`src/rtl/routing_join_fsm.sv`:
```
// routing_join_fsm: per-node join controller. It finds a parent, acquires a child ID,
// and re-attaches after the link to the parent is lost.

package system_types;

  typedef enum logic [3:0] {
    INIT                      = 4'd0,
    I_GENERATE_PARENT_REQUEST = 4'd1,
    I_WAIT_PARENT_ACK         = 4'd2,
    I_GENERATE_JOIN_REQUEST   = 4'd3,
    I_WAIT_JOIN_ACK           = 4'd4,
    NORMAL                    = 4'd5,
    S_GENERATE_PARENT_REQUEST = 4'd6,
    S_WAIT_PARENT_ACK         = 4'd7,
    S_GENERATE_JOIN_REQUEST   = 4'd8,
    S_WAIT_JOIN_ACK           = 4'd9,
    FATAL_ERROR               = 4'd10
  } routing_state_t;

  typedef logic [7:0]  system_header_t;
  typedef logic [63:0] system_payload_t;

  localparam system_header_t S_NOPE           = 8'h00;
  localparam system_header_t S_RESET          = 8'h01;
  localparam system_header_t S_PARENT_REQUEST = 8'h10;
  localparam system_header_t S_PARENT_ACK     = 8'h11;
  localparam system_header_t S_JOIN_REQUEST   = 8'h12;
  localparam system_header_t S_JOIN_ACK       = 8'h13;

  typedef struct packed {
    logic        is_init;
    logic [62:0] undefined;
  } parent_request_t;

  typedef struct packed {
    logic        is_init;
    logic [7:0]  parent_id;
    logic [7:0]  child_id;
    logic [7:0]  global_id;
    logic [38:0] undefined;
  } parent_ack_t;

  typedef struct packed {
    logic        is_init;
    logic [7:0]  parent_id;
    logic [7:0]  child_id;
    logic [46:0] undefined;
  } join_request_t;

  typedef struct packed {
    logic        is_init;
    logic [7:0]  current_child_id;
    logic [7:0]  parent_id;
    logic [7:0]  child_id;
    logic [38:0] undefined;
  } join_ack_t;

endpackage

module routing_join_fsm
  import system_types::*;
#(
  parameter logic [7:0] HW_ID     = 8'h01,
  parameter int         TIMEOUT   = 256,
  parameter int         MAX_RETRY = 3
) (
  input  logic            clk,
  input  logic            rst,
  input  logic            rx_valid,
  output logic            rx_ready,
  input  system_header_t  rx_header,
  input  system_payload_t rx_payload,
  output logic            tx_valid,
  input  logic            tx_ready,
  output system_header_t  tx_header,
  output system_payload_t tx_payload,
  input  logic            separate,
  output routing_state_t  state,
  output logic [7:0]      node_id,
  output logic [7:0]      parent_id,
  output logic            joined,
  output logic            fatal
);

  localparam int TW = $clog2(TIMEOUT + 1);
  localparam int RW = $clog2(MAX_RETRY + 1) + 1;
  localparam logic [TW-1:0] TIMER_LOAD  = TW'(TIMEOUT);
  localparam logic [RW-1:0] RETRY_LIMIT = RW'(MAX_RETRY);

  routing_state_t  state_n;
  logic [TW-1:0]   timer, timer_n;
  logic [RW-1:0]   retry, retry_n;
  logic [7:0]      cand, cand_n;
  logic [7:0]      parent_n, node_n;
  logic            tx_valid_n, joined_n, fatal_n;
  system_header_t  tx_header_n;
  system_payload_t tx_payload_n;

  parent_ack_t     rx_pack;
  join_ack_t       rx_jack;
  parent_request_t preq;
  join_request_t   jreq;

  logic is_init_phase, reset_msg, pa_match, ja_match, expire, handshake;

  assign rx_ready = 1'b1;
  assign rx_pack  = rx_payload;
  assign rx_jack  = rx_payload;

  // Next-state logic: S_RESET first, then per-state match / timeout / handshake handling.
  always_comb begin
    state_n  = state;
    timer_n  = timer;
    retry_n  = retry;
    parent_n = parent_id;
    cand_n   = cand;
    node_n   = node_id;

    is_init_phase = (state == I_GENERATE_PARENT_REQUEST) || (state == I_WAIT_PARENT_ACK) ||
                    (state == I_GENERATE_JOIN_REQUEST)   || (state == I_WAIT_JOIN_ACK);
    reset_msg = rx_valid && (rx_header == S_RESET);
    pa_match  = rx_valid && (rx_header == S_PARENT_ACK) &&
                (rx_pack.is_init == is_init_phase) && (rx_pack.global_id == HW_ID);
    ja_match  = rx_valid && (rx_header == S_JOIN_ACK) &&
                (rx_jack.is_init == is_init_phase) &&
                (rx_jack.parent_id == parent_id) && (rx_jack.child_id == cand);
    expire    = (timer <= TW'(1));
    handshake = tx_valid && tx_ready;

    if (reset_msg) begin
      state_n  = INIT;
      timer_n  = '0;
      retry_n  = '0;
      parent_n = '0;
      cand_n   = '0;
      node_n   = '0;
    end else begin
      case (state)
        INIT: state_n = I_GENERATE_PARENT_REQUEST;

        I_GENERATE_PARENT_REQUEST, S_GENERATE_PARENT_REQUEST: begin
          if (handshake) begin
            state_n = is_init_phase ? I_WAIT_PARENT_ACK : S_WAIT_PARENT_ACK;
            timer_n = TIMER_LOAD;
          end
        end

        I_GENERATE_JOIN_REQUEST, S_GENERATE_JOIN_REQUEST: begin
          if (handshake) begin
            state_n = is_init_phase ? I_WAIT_JOIN_ACK : S_WAIT_JOIN_ACK;
            timer_n = TIMER_LOAD;
          end
        end

        I_WAIT_PARENT_ACK, S_WAIT_PARENT_ACK: begin
          if (pa_match) begin
            parent_n = rx_pack.parent_id;
            cand_n   = rx_pack.child_id;
            retry_n  = '0;
            timer_n  = '0;
            state_n  = is_init_phase ? I_GENERATE_JOIN_REQUEST : S_GENERATE_JOIN_REQUEST;
          end else if (expire) begin
            timer_n = '0;
            if (retry < RETRY_LIMIT) begin
              retry_n = retry + RW'(1);
              state_n = is_init_phase ? I_GENERATE_PARENT_REQUEST : S_GENERATE_PARENT_REQUEST;
            end else begin
              state_n = FATAL_ERROR;
            end
          end else begin
            timer_n = timer - TW'(1);
          end
        end

        I_WAIT_JOIN_ACK, S_WAIT_JOIN_ACK: begin
          if (ja_match) begin
            node_n  = cand;
            retry_n = '0;
            timer_n = '0;
            state_n = NORMAL;
          end else if (expire) begin
            timer_n = '0;
            if (retry < RETRY_LIMIT) begin
              retry_n = retry + RW'(1);
              state_n = is_init_phase ? I_GENERATE_JOIN_REQUEST : S_GENERATE_JOIN_REQUEST;
            end else begin
              state_n = FATAL_ERROR;
            end
          end else begin
            timer_n = timer - TW'(1);
          end
        end

        NORMAL: begin
          if (separate) begin
            state_n = S_GENERATE_PARENT_REQUEST;
            retry_n = '0;
          end
        end

        FATAL_ERROR: state_n = FATAL_ERROR;

        default: state_n = INIT;
      endcase
    end
  end

  // Output decode from the upcoming state so that registered outputs line up with the state.
  always_comb begin
    preq         = '0;
    jreq         = '0;
    tx_valid_n   = 1'b0;
    tx_header_n  = S_NOPE;
    tx_payload_n = '0;
    joined_n     = (state_n == NORMAL);
    fatal_n      = (state_n == FATAL_ERROR);
    case (state_n)
      I_GENERATE_PARENT_REQUEST, S_GENERATE_PARENT_REQUEST: begin
        preq.is_init = (state_n == I_GENERATE_PARENT_REQUEST);
        tx_valid_n   = 1'b1;
        tx_header_n  = S_PARENT_REQUEST;
        tx_payload_n = preq;
      end
      I_GENERATE_JOIN_REQUEST, S_GENERATE_JOIN_REQUEST: begin
        jreq.is_init   = (state_n == I_GENERATE_JOIN_REQUEST);
        jreq.parent_id = parent_n;
        jreq.child_id  = cand_n;
        tx_valid_n     = 1'b1;
        tx_header_n    = S_JOIN_REQUEST;
        tx_payload_n   = jreq;
      end
      default: ;
    endcase
  end

  // State, bookkeeping and registered outputs, cleared asynchronously by rst.
  always_ff @(posedge clk or posedge rst) begin
    if (rst) begin
      state      <= INIT;
      timer      <= '0;
      retry      <= '0;
      cand       <= '0;
      parent_id  <= '0;
      node_id    <= '0;
      tx_valid   <= 1'b0;
      tx_header  <= S_NOPE;
      tx_payload <= '0;
      joined     <= 1'b0;
      fatal      <= 1'b0;
    end else begin
      state      <= state_n;
      timer      <= timer_n;
      retry      <= retry_n;
      cand       <= cand_n;
      parent_id  <= parent_n;
      node_id    <= node_n;
      tx_valid   <= tx_valid_n;
      tx_header  <= tx_header_n;
      tx_payload <= tx_payload_n;
      joined     <= joined_n;
      fatal      <= fatal_n;
    end
  end

endmodule

```
`config.mk`:
```
export PLATFORM = sky130hd
export DESIGN_NAME = routing_join_fsm
export DESIGN_NICKNAME = d
export VERILOG_FILES = /design/src/rtl/routing_join_fsm.sv
export SDC_FILE = /design/constraint.sdc
export NUM_CORES = 1
export LEC_CHECK = 0
export ABC_AREA = 1
export CORE_MARGIN = 5
export CORE_UTILIZATION = 60
export CTS_CLUSTER_DIAMETER = 150
export CTS_CLUSTER_SIZE = 25
export DETAILED_ROUTE_END_ITERATION = 10
export DONT_BUFFER_PORTS = 1
export GPL_ROUTABILITY_DRIVEN = 0
export PLACE_DENSITY = 0.76
export REMOVE_ABC_BUFFERS = 1
export SLEW_MARGIN = 20
export SYNTH_ARGS = -nofsm -noshare
export SYNTH_HDL_FRONTEND = slang
export SYNTH_SLANG_ARGS = --single-unit
```
`constraint.sdc`:
```
create_clock -name clk -period 2.7 [get_ports clk]
set_input_delay 0.27 -clock clk [delete_from_list [all_inputs] [get_ports clk]]
set_output_delay 0.27 -clock clk [all_outputs]
set_load 0.02 [all_outputs]
```
### Yosys cells after proc, flatten, opt, wreduce, memory -nomap -nowiden

Cells that the tools add are included.

* flip-flop bits (word level): 115
* input port bits: 77
* output and inout bits: 96
* word-level logic and storage cells: 108

* $add $sub $neg: 2
* magnitude comparators: 2
* equality and inequality tests: 25
* multiplexer cells: 40
* reduce and logical (&&, ||, !) cells: 28

Operators with widths (count)
* one-hot mux 64 bit (2 select lines): 1
* two-way mux 8 bit: 9
* two-way mux 4 bit: 12
* two-way mux 9 bit: 5
* one-hot mux 4 bit (7 select lines): 1
* one-hot mux 9 bit (3 select lines): 1
* equality test 4 x 3 -> 1 bit (second input constant): 6
* two-way mux 3 bit: 8
* equality test 4 bit (second input constant): 5
* equality test 8 x 1 -> 1 bit (second input constant): 2
* equality test 8 x 5 -> 1 bit (second input constant): 2
* equality test 8 bit: 2
* equality test 4 x 2 -> 1 bit (second input constant): 3
* OR reduction 2 bit: 6
* one-hot mux 5 bit (2 select lines): 1
* <= comparator 9 x 1 -> 1 bit (second input constant): 1
* logical AND 1 bit: 9
* one-hot mux 3 bit (3 select lines): 1
* subtractor 9 x 1 -> 9 bit (second input constant): 1
* equality test 4 x 1 -> 1 bit (second input constant): 2
* nonzero test 4 bit: 2
* OR reduction 4 bit: 2
* AND reduction 2 bit: 3
* logical NOT 4 bit: 1
* other kinds (8): 11

### Logic depth before layout (Yosys ltp)

Gate-level depths: netlist (run 1).

* depth in word-level cells: 14
* gate-level depth with buffers: 16
* mapped depth without buffers: 15

### Least setup slack after synthesis (run 1)

No wires, ideal clock.

* path type: register to register
* start: register state[3]
* end: register tx_payload[48]
* arrival time: 1888 ps
* data required time: 2622 ps
* path slack: 734 ps
* stages on the path, launching flop included: 13
* path buffers: 1
* period minus slack after synthesis: 1966 ps
* cells stage by stage: dfrtp_1 > inv_1 > nand2_1 > o2bb2ai_1 > inv_1 > nor2_1 > a21oi_1 > nand2_1 > nand2_1 > nor2_2 > nand2_4 > buf_6 > a21oi_1

* word-level cells in the longest chain between the ends: 14

Ends and longest elaborated chain
* start, declared: line 78 `output routing_state_t state,`
* start signal, assigned: line 251 `state <= state_n;`
* equality test 4 x 1 -> 1 bit / equality test 4 x 2 -> 1 bit (equally long branches): line 119, 138
* logical OR 1 bit (2 in series): line 119 `is_init_phase = (state == I_GENERATE_PARENT_REQUEST) || (state == I_WAIT_PARENT_ACK) ||`
* logical OR 1 bit: line 120 `(state == I_GENERATE_JOIN_REQUEST) || (state == I_WAIT_JOIN_ACK);`
* equality test 1 bit: line 123, 125
* logical AND 1 bit: line 124 `ja_match = rx_valid && (rx_header == S_JOIN_ACK) &&`
* logical AND 1 bit: line 125 `(rx_jack.is_init == is_init_phase) &&`
* logical AND 1 bit: line 126 `(rx_jack.parent_id == parent_id) && (rx_jack.child_id == cand);`
* two-way mux 4 bit: line 176 `if (ja_match) begin`
* one-hot mux 4 bit (7 select lines): line 138 `case (state)`
* two-way mux 4 bit: line 130 `if (reset_msg) begin`
* equality test 4 x 2 -> 1 bit (tied with other cells): line 217 `case (state_n)`
* OR reduction 2 bit
* one-hot mux 64 bit (2 select lines) *: line 217
* via tx_payload_n[48]: line 97 `system_payload_t tx_payload_n;`
* end signal, assigned: line 259 `tx_payload <= tx_payload_n;`
* end, declared: line 76 `output system_payload_t tx_payload,`

The timed path passes the listed nets; every way through them passes the cells marked *.
A chain may end at the register's enable or synchronous reset.

### Final worst setup path (run 1)

* start: register state[3]
* end: register tx_payload[62]

The elaborated chain is that of the path after synthesis.

==> results by group, run 1 <==
Global routing
  – Global-route wire length before repair: ~15 mm
  – Vias in the first global route: 3354
  – Largest net degree at the start of global routing: 33
  – Grt total ovfl: 0
  – Antenna violations before repair: 0
  – All-layer global routing usage: 0.227

Floorplanning
  – Core area: around 6700 sq um
  – Die ar.: 8610 sq um
  – Starting Density: 0.612
  – Die width: 92.8 um
  – Rows: 30
  – Die H: 92.8 um
  – Io pins: 173

Yosys
  – Seq cells post-synth: 62
  – Commonest cells post-synth: 150 x nand2_1, 100 x inv_1, 62 x dfrtp_1, 55 x nor2_1, 54 x buf_4
  – Yosys warnings: 0
  – Largest area contributor in the netlist: dfrtp_1
  – Top cell type's share of synthesized area: 0.377
  – Asr flop ratio synth: 1.00
  – Synth Cell Area: roughly 4100 sq um
  – Largest cells by area after synthesis: dfrtp_1 38%, nand2_1 14%, buf_4 9.9%
  – Synthesized netlist cell count: 576
  – Most numerous cell in the Yosys netlist: nand2_1
  – Most used DFF post-synth: dfrtp_1
  – EDFF count, synth: 0
  – Syn avg cell area: 7.14 sq um
  – Synth unique cells: 36
  – Seq/Total Area, Yosys: 0.377

Worst setup path
  – CP required: between 2000 and 3000 ps
  – FF-to-FF End: tx_payload[62]
  – Cells along the critical path: inv_1, nand2_1, o2bb2ai_1, inv_1, nor2_1, a21oi_1, nand2_1, nand2_1, nor2_2, nand2_4, a21oi_1
  – Max stage delay on crit path: roughly 540 ps
  – Critical path depth in cells: 11
  – Reg2reg start: state[3]
  – CP top delay family: simple AND/OR/NAND/NOR gates
  – Critical path type: reg2reg
  – Crit-path max FO: 17
  – Slowest stage cell, crit path: dfrtp_1
  – Crit path launch type: register
  – Crit end category: register
  – Reg2Reg Depth: 11
  – Internal reg-to-reg setup slack: 300 ps
  – Buffers and inverters on the worst path: 2
  – CP most frequent cell: nand2_1
  – CP Data Arrival Time: approximately 2700 ps

Route
  – Post-route ant nets: 0
  – Drt drc: 0
  – Routed via count: ~3400
  – Final WL: 9.42 mm
  – Routed len/inst: about 14 um
  – Initial DRC count: 139
  – First-pass DRT Iterations: 4
  – Vias/cell: approximately 5

Clocking
  – CTS Buf Count: 9
  – Worst-Skew Late Latency: 340 ps
  – CTS Buffer Depth: 2
  – Reg clk slew, reported paths: 70 ps
  – CTS H-tree lvls: 3
  – Clk root buf: clkbuf_8
  – Clock Sink Count: 62
  – Post-CTS Resized: 0
  – CTS tree: built
  – Post-CTS Hold Buffers: 1
  – Setup Fix Bufs, Post-CTS: 0

Status
  – Outcome: completed

Timing
  – Hold Slack: 106 ps
  – Max Clock Skew: 11.7 ps
  – Peak Freq: roughly 0.42 GHz
  – Final setup vio count: 0
  – TNS Setup: 0 ps
  – RSZ-0062 raised after global routing: false
  – Number of hold violations in the final report: 0
  – Final period util: 0.888
  – Fin crit period: 2400 ps
  – Fin. max-slew vios: 0
  – PnR worst setup slack: about 300 ps

Final layout
  – Fin area: 4200 sq um
  – Area delta synth->final: 2.16%
  – Layout cells sized above 1: 0.0832
  – Final core utilization: 0.625
  – Final net count: about 660
  – Ant diodes: 0

Power
  – Leakage: 2.33 nW
  – Worst vdd ir: roughly 0.5 mV
  – Pwr dens: 903 nW/um^2

Place
  – Worst slack at placement: 362 ps
  – Post-DP HPWL: 7.36 mm
  – Port bufs: 0
  – Area after DPL: 4000 sq um

Min path
  – Tightest Hold Check Type: in2reg
  – Worst Hold Path Cells: 2
  – Hold path start: rx_payload[49]
  – Hold Path End: cand[2]

Run
  – Max-cap viol count: 0
[worst max-delay path by stage]
stage,startpoint,to,slack (ps)
5_1_grt,state[3],tx_payload[52],50
2_1_floorplan,state[3],cand[7],680
4_1_cts,state[3],tx_payload[62],360
3_5_place_dp,state[3],tx_payload[48],360
3_3_place_gp,state[3],tx_payload[53],390
6_report,state[3],tx_payload[62],300
[worst reg2reg max path, cell delays in order, from the launching register on]
cell,delay [ps]
dfrtp_1,540
inv_1,190
nand2_1,90
o2bb2ai_1,390
inv_1,110
nor2_1,170
a21oi_1,90
nand2_1,110
nand2_1,110
nor2_2,150
nand2_4,160
a21oi_1,210
[layout make-up]
type                            count  area, sq um
Clock inverter                      5         41.3
Fill cell                         622         2520
Tap cell                           80          100
Multi-Input combinational cell    402         1920
Timing Repair Buffer                6         47.5
Sequential cell                    62         1550
Inverter                          103          387
Clock buffer                       11          151
[power breakdown]
group | internal [mW] | total [mW] | switching [mW]
logic | 0.513 | 1.62 | 1.11
registers | 1.13 | 1.40 | 0.269
clock network | 0.389 | 0.770 | 0.381
total | 2.03 | 3.79 | 1.76
[layer usage]
metal  track usage  part of all wire  vias up
li1              -                 -     1706
met3        0.0926              0.10       25
met1         0.251              0.39     1562
met5             0                 0        -
met4         0.115             0.029        0
met2         0.375              0.49      135
[cells in the final DEF, fill, tap and decap left out, types with 2 or more instances in the layout]
cell type	netlist	final
a21oi_1	20	20
a21oi_2	3	3
buf_4	54	5
clkbuf_8	0	11
clkinv_4	0	2
clkinvlp_4	0	2
conb_1	2	54
dfrtp_1	62	62
ha_1	3	3
inv_1	100	99
inv_2	3	4
nand2_1	150	150
nand2_2	7	7
nand2_4	3	3
nand3_1	26	26
nand3_2	4	4
nand4_1	10	10
nor2_1	55	55
nor2_2	4	4
nor3_1	5	5
o211ai_1	16	16
o21ai_0	16	16
o22ai_1	7	7
xor2_1	6	6
[state kept, by name (all words and copies together) (netlist names)]
signal	flops
cand	8
fatal	1
joined	1
node_id	8
parent_id	8
retry	3
state	4
timer	9
tx_header	2
tx_payload	17
tx_valid	1
[per-stage QoR]
stage | instances | power (mW)
3_5_place_dp | 652 | 3.03
2_1_floorplan | 567 | 2.70
4_1_cts | 669 | 3.81
5_1_grt | 669 | 4.11
3_3_place_gp | 652 | 2.96
6_report | 669 | 3.79
[kinds of logic (layout without fill, tap and decap cells)]
kind of cell               count (synthesis)  count (layout)  share of synthesized area
AOI/OAI and AO/OA                         70              70                      0.108
xor gates and xnor gates                   7               7                     0.0149
adders and majority gates                  3               3                    0.00913
buffers and inverters                    164             125                      0.203
DFF                                       62              62                      0.377
other                                      2              54                    0.00183
and+or+nand+nor                          268             268                      0.286
Note: power is estimated with default switching activity, not from simulation.
==> run 2, diff against run 1 <==
--- a/config.mk
+++ b/config.mk
@@ -5,7 +5,6 @@
 export SDC_FILE = /design/constraint.sdc
 export NUM_CORES = 1
 export LEC_CHECK = 0
-export ABC_AREA = 1
 export CORE_MARGIN = 5
 export CORE_UTILIZATION = 60
 export CTS_CLUSTER_DIAMETER = 150
==> results by group, run 2 <==
Final layout
  – Layout cells sized above 1: 0.288
  – Final net count: approximately 570
  – Most common cell after layout, fill and taps aside: dfrtp_1
  – Largest register FFs: 17
  – Ant diodes: 0
  – Area delta synth->final: 19.3%
  – Commonest cells after routing, fill and taps aside: 57 x dfrtp_1, 55 x buf_4, 54 x conb_1, 36 x nand2_1, 27 x nor2_1
  – Biggest register: tx_payload
  – Biggest regs: tx_payload (17), timer (9)
  – Fillcell total: 443

Timing
  – Slew of the pin with the lowest slew margin: 827 ps
  – PnR worst setup slack: -85.2 ps
  – RSZ-0062 raised after global routing: true
  – Max Clock Skew: 8.39 ps
  – Relative slew slack: 0.448
  – Fin crit period: 2790 ps
  – Final setup vio count: 17
  – TNS Setup: -1110 ps
  – Fin. max-slew vios: 0
  – Peak Freq: 0.359 GHz
  – Final period util: 1.03
  – Number of hold violations in the final report: 0

Route
  – First-pass DRT Iterations: 5
  – Final WL: approximately 11 mm
  – Post-route ant nets: 0
  – Vias/cell: 6.06
  – Routed len/inst: between 15 and 20 um
  – Routed via count: 3454
  – Initial DRC count: 232
  – Drt drc: 0

Global routing
  – All-layer global routing usage: 0.245
  – Global-route wire length before repair: 16.4 mm
  – Vias in the first global route: 3345
  – Largest net degree at the start of global routing: 40
  – Antenna violations before repair: 0
  – Grt total ovfl: 0

Floorplanning
  – Core area: 6420 sq um
  – Rows: 29
  – Die H: 91.7 um
  – Die ar.: 8410 sq um
  – Starting Density: 0.624
  – Die width: 91.7 um
  – Io pins: 173

Place
  – Worst slack at placement: 10.4 ps
  – Port bufs: 0
  – Post-DP HPWL: 7.53 mm

Yosys
  – Most used DFF post-synth: dfrtp_1
  – Seq/Total Area, Yosys: 0.387
  – Synth Cell Area: between 4000 and 5000 sq um
  – Syn avg cell area: 9.25 sq um
  – Synth unique cells: 64
  – Commonest cells post-synth: 62 x dfrtp_1, 55 x buf_4, 37 x nand2_1, 30 x nor2_1, 26 x o21ai_0
  – Largest cells by area after synthesis: dfrtp_1 39%, buf_4 10%, mux2i_1 4.2%
  – Synthesized netlist cell count: 433
  – Seq cells post-synth: 62
  – Largest area contributor in the netlist: dfrtp_1
  – Yosys warnings: 0
  – Asr flop ratio synth: 1.00
  – EDFF count, synth: 0
  – Most numerous cell in the Yosys netlist: dfrtp_1
  – Top cell type's share of synthesized area: 0.387

Power
  – Pwr dens: 1150 nW/um^2
  – Leakage: about 2.3 nW
  – Power, Total: 5.49 mW
  – Worst vdd ir: 0.793 mV

Worst setup path
  – Crit-path max FO: 8
  – Slowest stage cell, crit path: or3_4
  – Cells along the critical path: or3_4, o41ai_4, o31ai_1, a221oi_1, o211a_4, a21oi_2, a32oi_4, clkbuf_16, nor3_2
  – Crit end category: register
  – CP required: 2920 ps
  – Internal reg-to-reg setup slack: -90 ps
  – Max stage delay on crit path: 420 ps
  – Critical path type: reg2reg
  – CP Data Arrival Time: 3010 ps
  – Crit path launch type: register

Run
  – Max-cap viol count: 0

Min path
  – Tightest Hold Check Type: in2reg

Clocking
  – CTS H-tree lvls: 3
  – Reg clk slew, reported paths: approximately 70 ps
  – CTS Buffer Depth: 2
  – Clock Sink Count: just over 60
  – CTS Buf Count: 9
  – Clk root buf: clkbuf_8
  – Worst-Skew Late Latency: between 300 and 400 ps
  – CTS tree: built

Status
  – Outcome: finished, violations left
  – Failing checks: negative setup slack
-- run 2: metrics by stage --
stage / utilization / cell area, sq um / cells / hold slack (ps)
2_1_floorplan: - / 3700 / 413 / 442
3_3_place_gp: 0.653 / 4190 / 537 / 348
5_1_grt: 0.744 / 4780 / 570 / 114
6_report: 0.744 / 4780 / 570 / 108
4_1_cts: 0.688 / 4420 / 555 / 100
3_5_place_dp: 0.653 / 4190 / 537 / 358
-- run 2: power by group --
| part | internal (mW) | switching [mW] |
|---|---|---|
| sequential | 1.07 | 0.185 |
| clock | 0.475 | 0.376 |
| combinational | 1.58 | 1.80 |
| total | 3.13 | 2.36 |
-- run 2: area by class of cell --
| class | count | area [sq um] | share of cell area |
|---|---|---|---|
| Clock buffer | 11 | 151 | 0.0317 |
| Inverter | 17 | 63.8 | 0.0134 |
| Sequential cell | 62 | 1560 | 0.326 |
| Timing Repair Buffer | 64 | 567 | 0.119 |
| Clock inverter | 5 | 57.6 | 0.0120 |
| Multi-Input combinational cell | 334 | 2280 | 0.478 |
| Tap cell | 77 | 96.3 | 0.0202 |
-- run 2: kinds of logic after synthesis --
kind of cell	synth area share
and+or+nand+nor	0.234
buffers and inverters	0.140
AOI/OAI and AO/OA	0.147
DFF	0.387
muxes	0.0425
xor gates and xnor gates	0.0328
adders and majority gates	0.0144
other	0.00188
-- run 2: worst paths after layout --
kind                                 from              to  depth (start not counted)
max in group asynchronous             rst        state[1]                          3
setup / recovery                 timer[7]  tx_payload[60]                          9
setup reg to reg                 timer[7]  tx_payload[60]                          9
hold reg to reg                  retry[2]        retry[2]                          2
hold / removal             rx_payload[49]         cand[2]                          2
min in group asynchronous             rst        retry[1]                          2
-- run 2: per-layer routing --
metal | global-route usage | vias to the layer above | wire length, um
met5 | 0 | - | 0
met4 | 0.0965 | 0 | 421
met3 | 0.0777 | 47 | 1160
met2 | 0.425 | 214 | 5640
met1 | 0.282 | 1664 | 4050
li1 | - | 1529 | -
-- run 2: repair_timing --
| item | in CTS | in global routing |
|---|---|---|
| pin swaps | 2 | 21 |
| buffers inserted | 1 | 13 |
| endpoints found under the setup margin | 4 | 25 |
| hold buffers | 1 | 0 |
| cloned | 0 | 2 |
| gates resized for setup | 0 | 44 |
| endpoints found under the hold margin | 17 | 0 |
-- run 2: worst max-delay path, delay by kind of cell (launching register included) --
kind                   cells  cell delay (ps)
AO/OA/AOI/OAI              6             1550
buffers and inverters      1              240
flip-flops                 1              410
AND/OR/NAND/NOR            2              460
==> run 3, diff against run 2 <==
--- a/config.mk
+++ b/config.mk
@@ -14,6 +14,7 @@
 export GPL_ROUTABILITY_DRIVEN = 0
 export PLACE_DENSITY = 0.76
 export REMOVE_ABC_BUFFERS = 1
+export SKIP_CTS_REPAIR_TIMING = 1
 export SLEW_MARGIN = 20
 export SYNTH_ARGS = -nofsm -noshare
 export SYNTH_HDL_FRONTEND = slang
==> results by group, run 3 (same netlist as run 2, synthesis figures left out) <==
Floorplanning
  – Io pins: 173
  – Starting Density: 0.624
  – Rows: 29
  – Die H: about 90 um
  – Die ar.: 8410 sq um
  – Core area: 6420 sq um
  – Die width: 91.7 um

Clocking
  – Reg clk slew, reported paths: about 70 ps
  – CTS Buf Count: 9
  – CTS H-tree lvls: 3
  – Worst-Skew Late Latency: 350 ps
  – CTS tree: built
  – Clock Sink Count: 62
  – CTS Buffer Depth: 2
  – Clk root buf: clkbuf_8

Power
  – Sw Pwr: 2.48 mW
  – Pint: 3.13 mW
  – Sequential share of power: 0.226
  – Switch share: 0.443
  – Worst vdd ir: 0.764 mV
  – Power, Total: 5.61 mW
  – Pwr dens: 1160 nW/um^2
  – Leakage: around 2.3 nW
  – Combinational fraction of design power: 0.622
  – Clk network pwr share: 0.152

Timing
  – Fin crit period: 2850 ps
  – Max Clock Skew: 5.90 ps
  – Final period util: 1.06
  – Peak Freq: ~0.35 GHz
  – Number of hold violations in the final report: 37
  – Relative slew slack: 0.439
  – RSZ-0062 raised after global routing: true
  – TNS Setup: -2340 ps
  – Fin. max-slew vios: 0
  – Hold Slack: -38.7 ps
  – Final setup vio count: 17
  – Slew of the pin with the lowest slew margin: 840 ps
  – PnR worst setup slack: -154 ps

Final layout
  – Layout cells sized above 1: 0.293
  – Commonest cells after routing, fill and taps aside: 56 x dfrtp_1, 54 x conb_1, 54 x buf_4, 36 x nand2_1, 27 x nor2_1
  – Biggest regs: tx_payload (17), timer (9)
  – Fin area: roughly 4800 sq um
  – Biggest register: tx_payload
  – Area delta synth->final: 20.6%
  – Final net count: 567
  – Finished Layout Cells: 569
  – Ant diodes: 0
  – Most common cell after layout, fill and taps aside: dfrtp_1
  – Largest register FFs: 17

Global routing
  – Global-route wire length before repair: 16.2 mm
  – Grt total ovfl: 0
  – Antenna violations before repair: 0
  – Largest net degree at the start of global routing: 40
  – Vias in the first global route: 3307
  – All-layer global routing usage: 0.243

Place
  – Area after DPL: between 4000 and 5000 sq um
  – Placed cells: 537
  – Post-DP HPWL: 7.53 mm
  – Port bufs: 0

Min path
  – Tightest Hold Check Type: in2async

Route
  – First-pass DRT Iterations: 5
  – Initial DRC count: 298
  – Final WL: 11.6 mm
  – Routed via count: about 3500
  – Vias/cell: about 6.2
  – Routed len/inst: 20.5 um
  – Drt drc: 0
  – Post-route ant nets: 0

Worst setup path
  – Reg2Reg Depth: 11
  – Crit-path max FO: 8
  – CP required: 2930 ps
  – Crit path launch type: register
  – Critical path type: reg2reg
  – CP Data Arrival Time: 3080 ps
  – Crit end category: register

Status
  – Outcome: finished, violations left
  – Failing checks: negative hold slack, negative setup slack

Run
  – Max-cap viol count: 0
==> run 3: critical path, stage by stage, from the launching register on <==
cell and delay, ps:
dfrtp_1 410, inv_2 100, ha_4 140, o21ba_4 170, o41ai_4 360, o31ai_1 140, a221oi_1 420, o211a_4 270
a21oi_4 50, a32oi_4 390, clkbuf_16 240, nor3_2 50
==> run 3: path summary, 6_finish.rpt <==
| path | from | endpoint | slack [ps] |
|---|---|---|---|
| worst max-delay path | timer[1] | tx_payload[48] | -150 |
| worst min-delay path | rst | node_id[4] | -40 |
| worst max register to register | timer[1] | tx_payload[48] | -150 |
| worst min register to register | retry[2] | retry[2] | 550 |
| max in group asynchronous | rst | state[1] | 2010 |
| min in group clk | rx_payload[57] | parent_id[2] | 110 |
==> run 3: layout make-up <==
cell class              instances  area, sq um
multi-input cells             334         2340
clock buffers                  11          151
flip-flops and latches         62         1560
repair buffers                 63          561
fillers                       422         1590
well taps                      77         96.3
clock inverters                 5         57.6
inverters                      17         63.8
==> run 3: metrics by stage <==
step	setup WS, ps	util
6_report	-154	0.752
5_1_grt	-182	0.752
4_1_cts	-19.9	0.685
3_5_place_dp	10.4	0.653
3_3_place_gp	40.1	0.653
2_1_floorplan	-334	-
==> run 3: routing by layer <==
layer / track usage / vias to the layer above / share of wire
met2: 0.421 / 244 / 0.49
met3: 0.0769 / 62 / 0.11
met5: 0 / - / 0
li1: - / 1533 / -
met4: 0.0903 / 0 / 0.044
met1: 0.283 / 1680 / 0.35
==> run 3: power groups by stage <==
stage | registers, mW | logic, mW | clock network [mW]
3_3_place_gp | 1.25 | 2.49 | 0
5_1_grt | 1.28 | 3.69 | 0.910
6_report | 1.27 | 3.49 | 0.855
3_5_place_dp | 1.26 | 2.56 | 0
4_1_cts | 1.24 | 2.58 | 0.850
2_1_floorplan | 1.34 | 1.58 | 0
